## src/rtl/embedded_bht_pkg.sv

```systemverilog
// Shared core package: user configuration and branch-prediction types.
// The BHT update/prediction structs sit beside the other branch-predict types.
package embedded_bht_pkg;

    typedef struct packed {
        int unsigned BHTEntries;
        int unsigned VLEN;
        bit          RVC;
    } user_cfg_t;

    localparam user_cfg_t UserCfgDefault = '{BHTEntries: 32, VLEN: 32, RVC: 1'b1};

    typedef enum logic [1:0] {
        CF_NONE,
        CF_BRANCH,
        CF_JUMP,
        CF_RETURN
    } cf_t;

    typedef struct packed {
        logic        valid;
        cf_t         cf;
        logic [63:0] predict_address;
    } branchpredict_sbe_t;

    typedef struct packed {
        logic        valid;
        logic [63:0] pc;
        logic        taken;
    } bht_update_t;

    typedef struct packed {
        logic valid;
        logic taken;
    } bht_prediction_t;

    localparam logic [1:0] CNT_WEAK_TAKEN     = 2'b10;
    localparam logic [1:0] CNT_WEAK_NOT_TAKEN = 2'b01;

    // Two-bit saturating counter step.
    function automatic logic [1:0] sat_step(input logic [1:0] cnt, input logic taken);
        logic [1:0] nxt;
        nxt = cnt;
        if (taken && cnt != 2'b11) begin
            nxt = cnt + 2'd1;
        end else if (!taken && cnt != 2'b00) begin
            nxt = cnt - 2'd1;
        end
        return nxt;
    endfunction

endpackage

```

## src/rtl/embedded_bht.sv

```systemverilog
// Untagged branch history table: flop array of valid bit + 2-bit counter,
// one-cycle registered lookup with write-first bypass from the update port.
module embedded_bht
    import embedded_bht_pkg::*;
#(
    parameter int unsigned NR_ENTRIES = UserCfgDefault.BHTEntries,
    parameter int unsigned VLEN       = UserCfgDefault.VLEN,
    parameter bit          RVC        = UserCfgDefault.RVC
) (
    input  logic            clk_i,
    input  logic            rst_i,
    input  logic            flush_i,
    input  logic            debug_mode_i,
    input  logic            lookup_valid_i,
    input  logic [VLEN-1:0] lookup_pc_i,
    input  logic            upd_valid_i,
    input  logic [VLEN-1:0] upd_pc_i,
    input  logic            upd_taken_i,
    output logic            pred_valid_o,
    output logic            pred_taken_o
);

    localparam int unsigned IW  = (NR_ENTRIES > 1) ? $clog2(NR_ENTRIES) : 1;
    localparam int unsigned OFF = RVC ? 1 : 2;

    logic [NR_ENTRIES-1:0] r_valid;
    logic [1:0]            r_cnt [NR_ENTRIES];
    bht_prediction_t       r_pred;

    bht_update_t w_upd;
    logic [63:0] w_lkp_pc;
    logic [IW-1:0] w_upd_idx;
    logic [IW-1:0] w_lkp_idx;
    logic          w_upd_en;
    logic [1:0]    w_new_cnt;
    logic          w_bypass;
    logic          w_hit_valid;
    logic [1:0]    w_hit_cnt;
    logic          w_lkp_en;
    logic          w_unused;

    assign w_upd    = '{valid: upd_valid_i, pc: 64'(upd_pc_i), taken: upd_taken_i};
    assign w_lkp_pc = 64'(lookup_pc_i);

    // Upper PC bits are deliberately ignored: entries alias by low index bits.
    assign w_upd_idx = w_upd.pc[OFF+IW-1:OFF];
    assign w_lkp_idx = w_lkp_pc[OFF+IW-1:OFF];
    assign w_unused  = ^{w_upd.pc, w_lkp_pc};

    assign w_upd_en  = w_upd.valid & ~debug_mode_i & ~flush_i;
    assign w_new_cnt = r_valid[w_upd_idx] ? sat_step(r_cnt[w_upd_idx], w_upd.taken)
                     : (w_upd.taken ? CNT_WEAK_TAKEN : CNT_WEAK_NOT_TAKEN);

    assign w_bypass    = w_upd_en && (w_upd_idx == w_lkp_idx);
    assign w_hit_valid = w_bypass | r_valid[w_lkp_idx];
    assign w_hit_cnt   = w_bypass ? w_new_cnt : r_cnt[w_lkp_idx];
    assign w_lkp_en    = lookup_valid_i & ~flush_i;

    always_ff @(posedge clk_i) begin
        if (rst_i) begin
            r_valid <= '0;
            for (int i = 0; i < int'(NR_ENTRIES); i++) begin
                r_cnt[i] <= 2'b00;
            end
            r_pred <= '0;
        end else begin
            // Flush drops any same-cycle update; counters keep their values.
            if (flush_i) begin
                r_valid <= '0;
            end else if (w_upd_en) begin
                r_valid[w_upd_idx] <= 1'b1;
                r_cnt[w_upd_idx]   <= w_new_cnt;
            end
            r_pred.valid <= w_lkp_en & w_hit_valid;
            r_pred.taken <= w_lkp_en & w_hit_valid & w_hit_cnt[1];
        end
    end

    assign pred_valid_o = r_pred.valid;
    assign pred_taken_o = r_pred.taken;

endmodule

```

## config.mk

```make
export PLATFORM = sky130hd
export DESIGN_NAME = embedded_bht
export DESIGN_NICKNAME = d
export VERILOG_FILES = /design/src/rtl/embedded_bht_pkg.sv /design/src/rtl/embedded_bht.sv
export SDC_FILE = /design/constraint.sdc
export NUM_CORES = 1
export LEC_CHECK = 0
export ABC_AREA = 1
export BUFFER_PORTS_ARGS = -buffer_cell sky130_fd_sc_hd__clkbuf_2
export CAP_MARGIN = 30
export CORE_MARGIN = 3
export CORE_UTILIZATION = 27
export DETAILED_ROUTE_END_ITERATION = 8
export HOLD_SLACK_MARGIN = 0.15
export PLACE_DENSITY_LB_ADDON = 0.12
export REMOVE_ABC_BUFFERS = 1
export SLEW_MARGIN = 20
export SYNTH_ARGS = -nofsm -noshare
export SYNTH_HDL_FRONTEND = slang
export SYNTH_SLANG_ARGS = --single-unit
```

## constraint.sdc

```tcl
create_clock -name clk_i -period 6 [get_ports clk_i]
set_input_delay 0.3 -clock clk_i [delete_from_list [all_inputs] [get_ports clk_i]]
set_output_delay 0.3 -clock clk_i [all_outputs]
set_load 0.01 [all_outputs]
```

==> results.txt <==
----------------------------------------------------
[Pwr]
  Sequential fraction of design power ... 0.481
  Part of the power in combinational logic ... 0.163
  Cell Int Power ... 0.00107 W
  Switching pwr ... 0.000472 W
  Cell Pwr Density ... roughly 240 mW/mm^2
  Power share of the clock group ... 0.356
  Power consumption ... about 0.0015 W
  Max VDD drop ... 0.101 mV
  Switch share ... 0.307
  Leakage power ... 2.51 nW

[Synthesis]
  Flip-flop cell with the highest count after synthesis ... edfxtp_1
  Flops & latches, synth ... 98
  Post-synthesis area per instance ... ~7.4 um^2
  EDFF count, synth ... 64
  Top cell type by total area after synthesis ... edfxtp_1
  Count of synthesis-stage warnings from yosys ... 0
  Area share of and/or/nand/nor cells after synthesis ... 0.352
  Cell variety after synth ... 33
  Proportion of synthesized chip area in sequential cells ... 0.448
  Parity-gate share of the synthesized area counting xor and xnor cells ... 0.00151
  Synthesized-area fraction occupied by ao, oa, aoi and oai cells ... 0.107
  Fraction of the mapped netlist area in adder cells ... 0.00431
  Post-synthesis async set-or-reset flop share ... 0
  Most frequent cell after synthesis ... nand2_1
  Most instantiated cells after synthesis ... nand2_1 (306), nand3_1 (84), edfxtp_1 (64)
  Synthesized instance count ... 788
  Most area-consuming cells after synthesis ... edfxtp_1 (33%), nand2_1 (20%), dfxtp_1 (12%)
  Post-synthesis cell area ... 0.00581 mm^2
  Share of synthesized area spent on multiplexers ... 0
  Top-area cell type share of the netlist area ... 0.331
  Largest family of logic cells by synthesized area ... simple AND/OR/NAND/NOR gates

[STA]
  Clock period minus worst slack ... 3.71 ns
  Sum of negative setup slack ... 0 ns
  Worst slew pin tran ... 0.953 ns
  Setup repair after global routing missed its margin ... false
  Worst slew margin ... 0.362
  Final setup violating endpoints ... 0
  Slew Limit Fails ... 0
  WHS ... 0.241 ns
  Maximum frequency from static timing analysis ... ~270 MHz
  Number of endpoints with negative hold slack in the final report ... 0
  Final cycle utilization of the critical path ... 0.618
  Maximum clock skew at final layout ... 0.00856 ns

[Cells and area]
  Fillers ... approximately 2300
  Antenna diodes ... 0
  Layout cell share with drive strength beyond 1 ... 0.126
  Nets ... 848
  Layout overhead on the synthesized area ... 8.57%

[Clocking]
  CTS tree ... done
  H-Tree Level Count ... 3
  Hold bufs inserted after CTS ... 0
  Clk_lat worst skew ... between 0.3 and 0.4 ns
  Maximum root-to-sink buffer count ... 2
  TritonCTS buffer count ... 9
  Postcts setup bufs ... 0
  Total clock sinks ... roughly 100
  Clock Tree Root ... clkbuf_16
  Post-CTS clock slew at the launch and capture registers of the worst setup and hold paths ... 0.07 ns
  Post_cts resized ... 0

[Drt]
  Routed wire length per instance ... 18.7 um
  Number of nets with antenna violations after detailed routing ... 0
  DRC violation count after routing ... 0
  Starting DRT DRC Count ... 432
  First-pass detailed-route iteration total ... 5
  Post-detailed-routing wire length ... 19.7 mm
  Routed vias/inst ... about 4.9
  Via count ... 5201

[GRT]
  Vias in the first global route ... 5248
  Overall track demand over capacity in global routing ... 0.170
  Wire length of the first global-routing pass ... 30.7 mm
  Largest net degree at the start of global routing ... 47
  Remaining global-route overflow ... 0
  Antenna violations before repair ... 0

[Floorplanning]
  Starting utilization of the core area ... 0.275
  Overall die height ... around 150 um
  Area of the core ... between 0.02 and 0.025 mm^2
  Die footprint ... approximately 0.023 mm^2
  Width of the die ... 153 um
  Io pins ... 73
  Number of placement rows ... 53

[Setup path]
  Worst endpoint data arrival time ... 3.90 ns
  Worst path required time ... 6.19 ns
  CP Capture Type ... flip-flop
  Critical path class ... in -> reg
  Critical path fanouts, max ... 32
  Worst setup SP type ... primary input

[Run status]
  Outcome ... finished clean

[Placement]
  HPWL reported at the end of detailed placement ... 12.7 mm
  Routability congestion estimate ... around 0.84
  Count of buffers from port buffering ... 18

[Run]
  Number of maximum-capacitance constraint violations ... 0

[Worst hold path]
  Type of the worst min-delay path ... in -> reg

----------------------------------------------------
-- power groups by stage --
stage               clock network [W]  registers [W]  logic, W
global route                 0.000585       0.000741  0.000277
detailed placement                  0       0.000755  0.000252
floorplan                           0       0.000751  0.000145
global placement                    0       0.000754  0.000248
CTS                          0.000559       0.000739  0.000253
finish                       0.000549       0.000739  0.000251
-- layout by cell type, fill, tap and decap left out, types with 17 or more instances in the layout --
cell type / n
nand3_1: 84
clkbuf_2: 18
inv_1: 49
nor2_1: 51
a21oi_2: 29
edfxtp_1: 64
o21ai_0: 17
nand2_1: 306
dfxtp_1: 34
a21oi_1: 43
-- worst paths after layout --
path	cells past startpoint	from	slack, ns	to
setup / recovery	16	upd_pc_i[2]	2.29	r_cnt[30][0]
hold / removal	5	lookup_valid_i	0.24	pred_valid_o
setup reg to reg	14	r_cnt[8][0]	3.06	r_cnt[30][0]
hold reg to reg	2	r_valid[4]	0.46	r_valid[4]
-- logic make-up after synthesis --
group / after synthesis
buffers and inverters: 110
XOR/XNOR: 1
AND/OR/NAND/NOR: 478
AO/OA/AOI/OAI: 99
adder cells (fa/ha/maj): 2
flip-flops: 98
-- through the flow --
step	setup slack [ns]	instance area (um^2)	cells	util
2_1_floorplan	3.45	5520	736	-
3_3_place_gp	1.99	6020	1038	0.286
3_5_place_dp	1.90	6040	1039	0.287
4_1_cts	2.26	6310	1055	0.299
5_1_grt	2.00	6310	1055	0.299
6_report	2.29	6310	1055	0.299
-- per-layer routing --
metal  up-vias  track usage  wire [um]
met5         -            0          0
met4         0       0.0522        382
met3        26       0.0230        759
met2       122        0.277       9030
met1      2504        0.237       9560
li1       2549            -          -
-- critical path, stage by stage --
cell	delay, ns
clkbuf_2	0.51
inv_2	0.38
nor2_4	0.48
nand2_1	0.09
nand2_1	0.08
o21ai_1	0.15
nand2_1	0.19
nor2_2	0.07
nand2_2	0.10
inv_1	0.05
ha_1	0.19
nor2_1	0.19
nor2_1	0.10
nand3_2	0.10
nand3_4	0.55
a21oi_1	0.34
-- area by class of cell --
cell class / count / area, um^2 / area share
Tap cell: 275 / 344 / 0.0546
Inverter: 58 / 218 / 0.0345
Sequential cell: 98 / 2600 / 0.413
Multi-Input combinational cell: 580 / 2700 / 0.428
Clock inverter: 5 / 31.3 / 0.00496
Clock buffer: 11 / 233 / 0.0369
Timing Repair Buffer: 28 / 178 / 0.0282
-- sequential cells by signal, summed over array words and instances (netlist names) --
name          cells
r_valid          32
pred_valid_o      1
pred_taken_o      1
r_cnt            64
No activity file was read; power rests on OpenSTA's default activity.
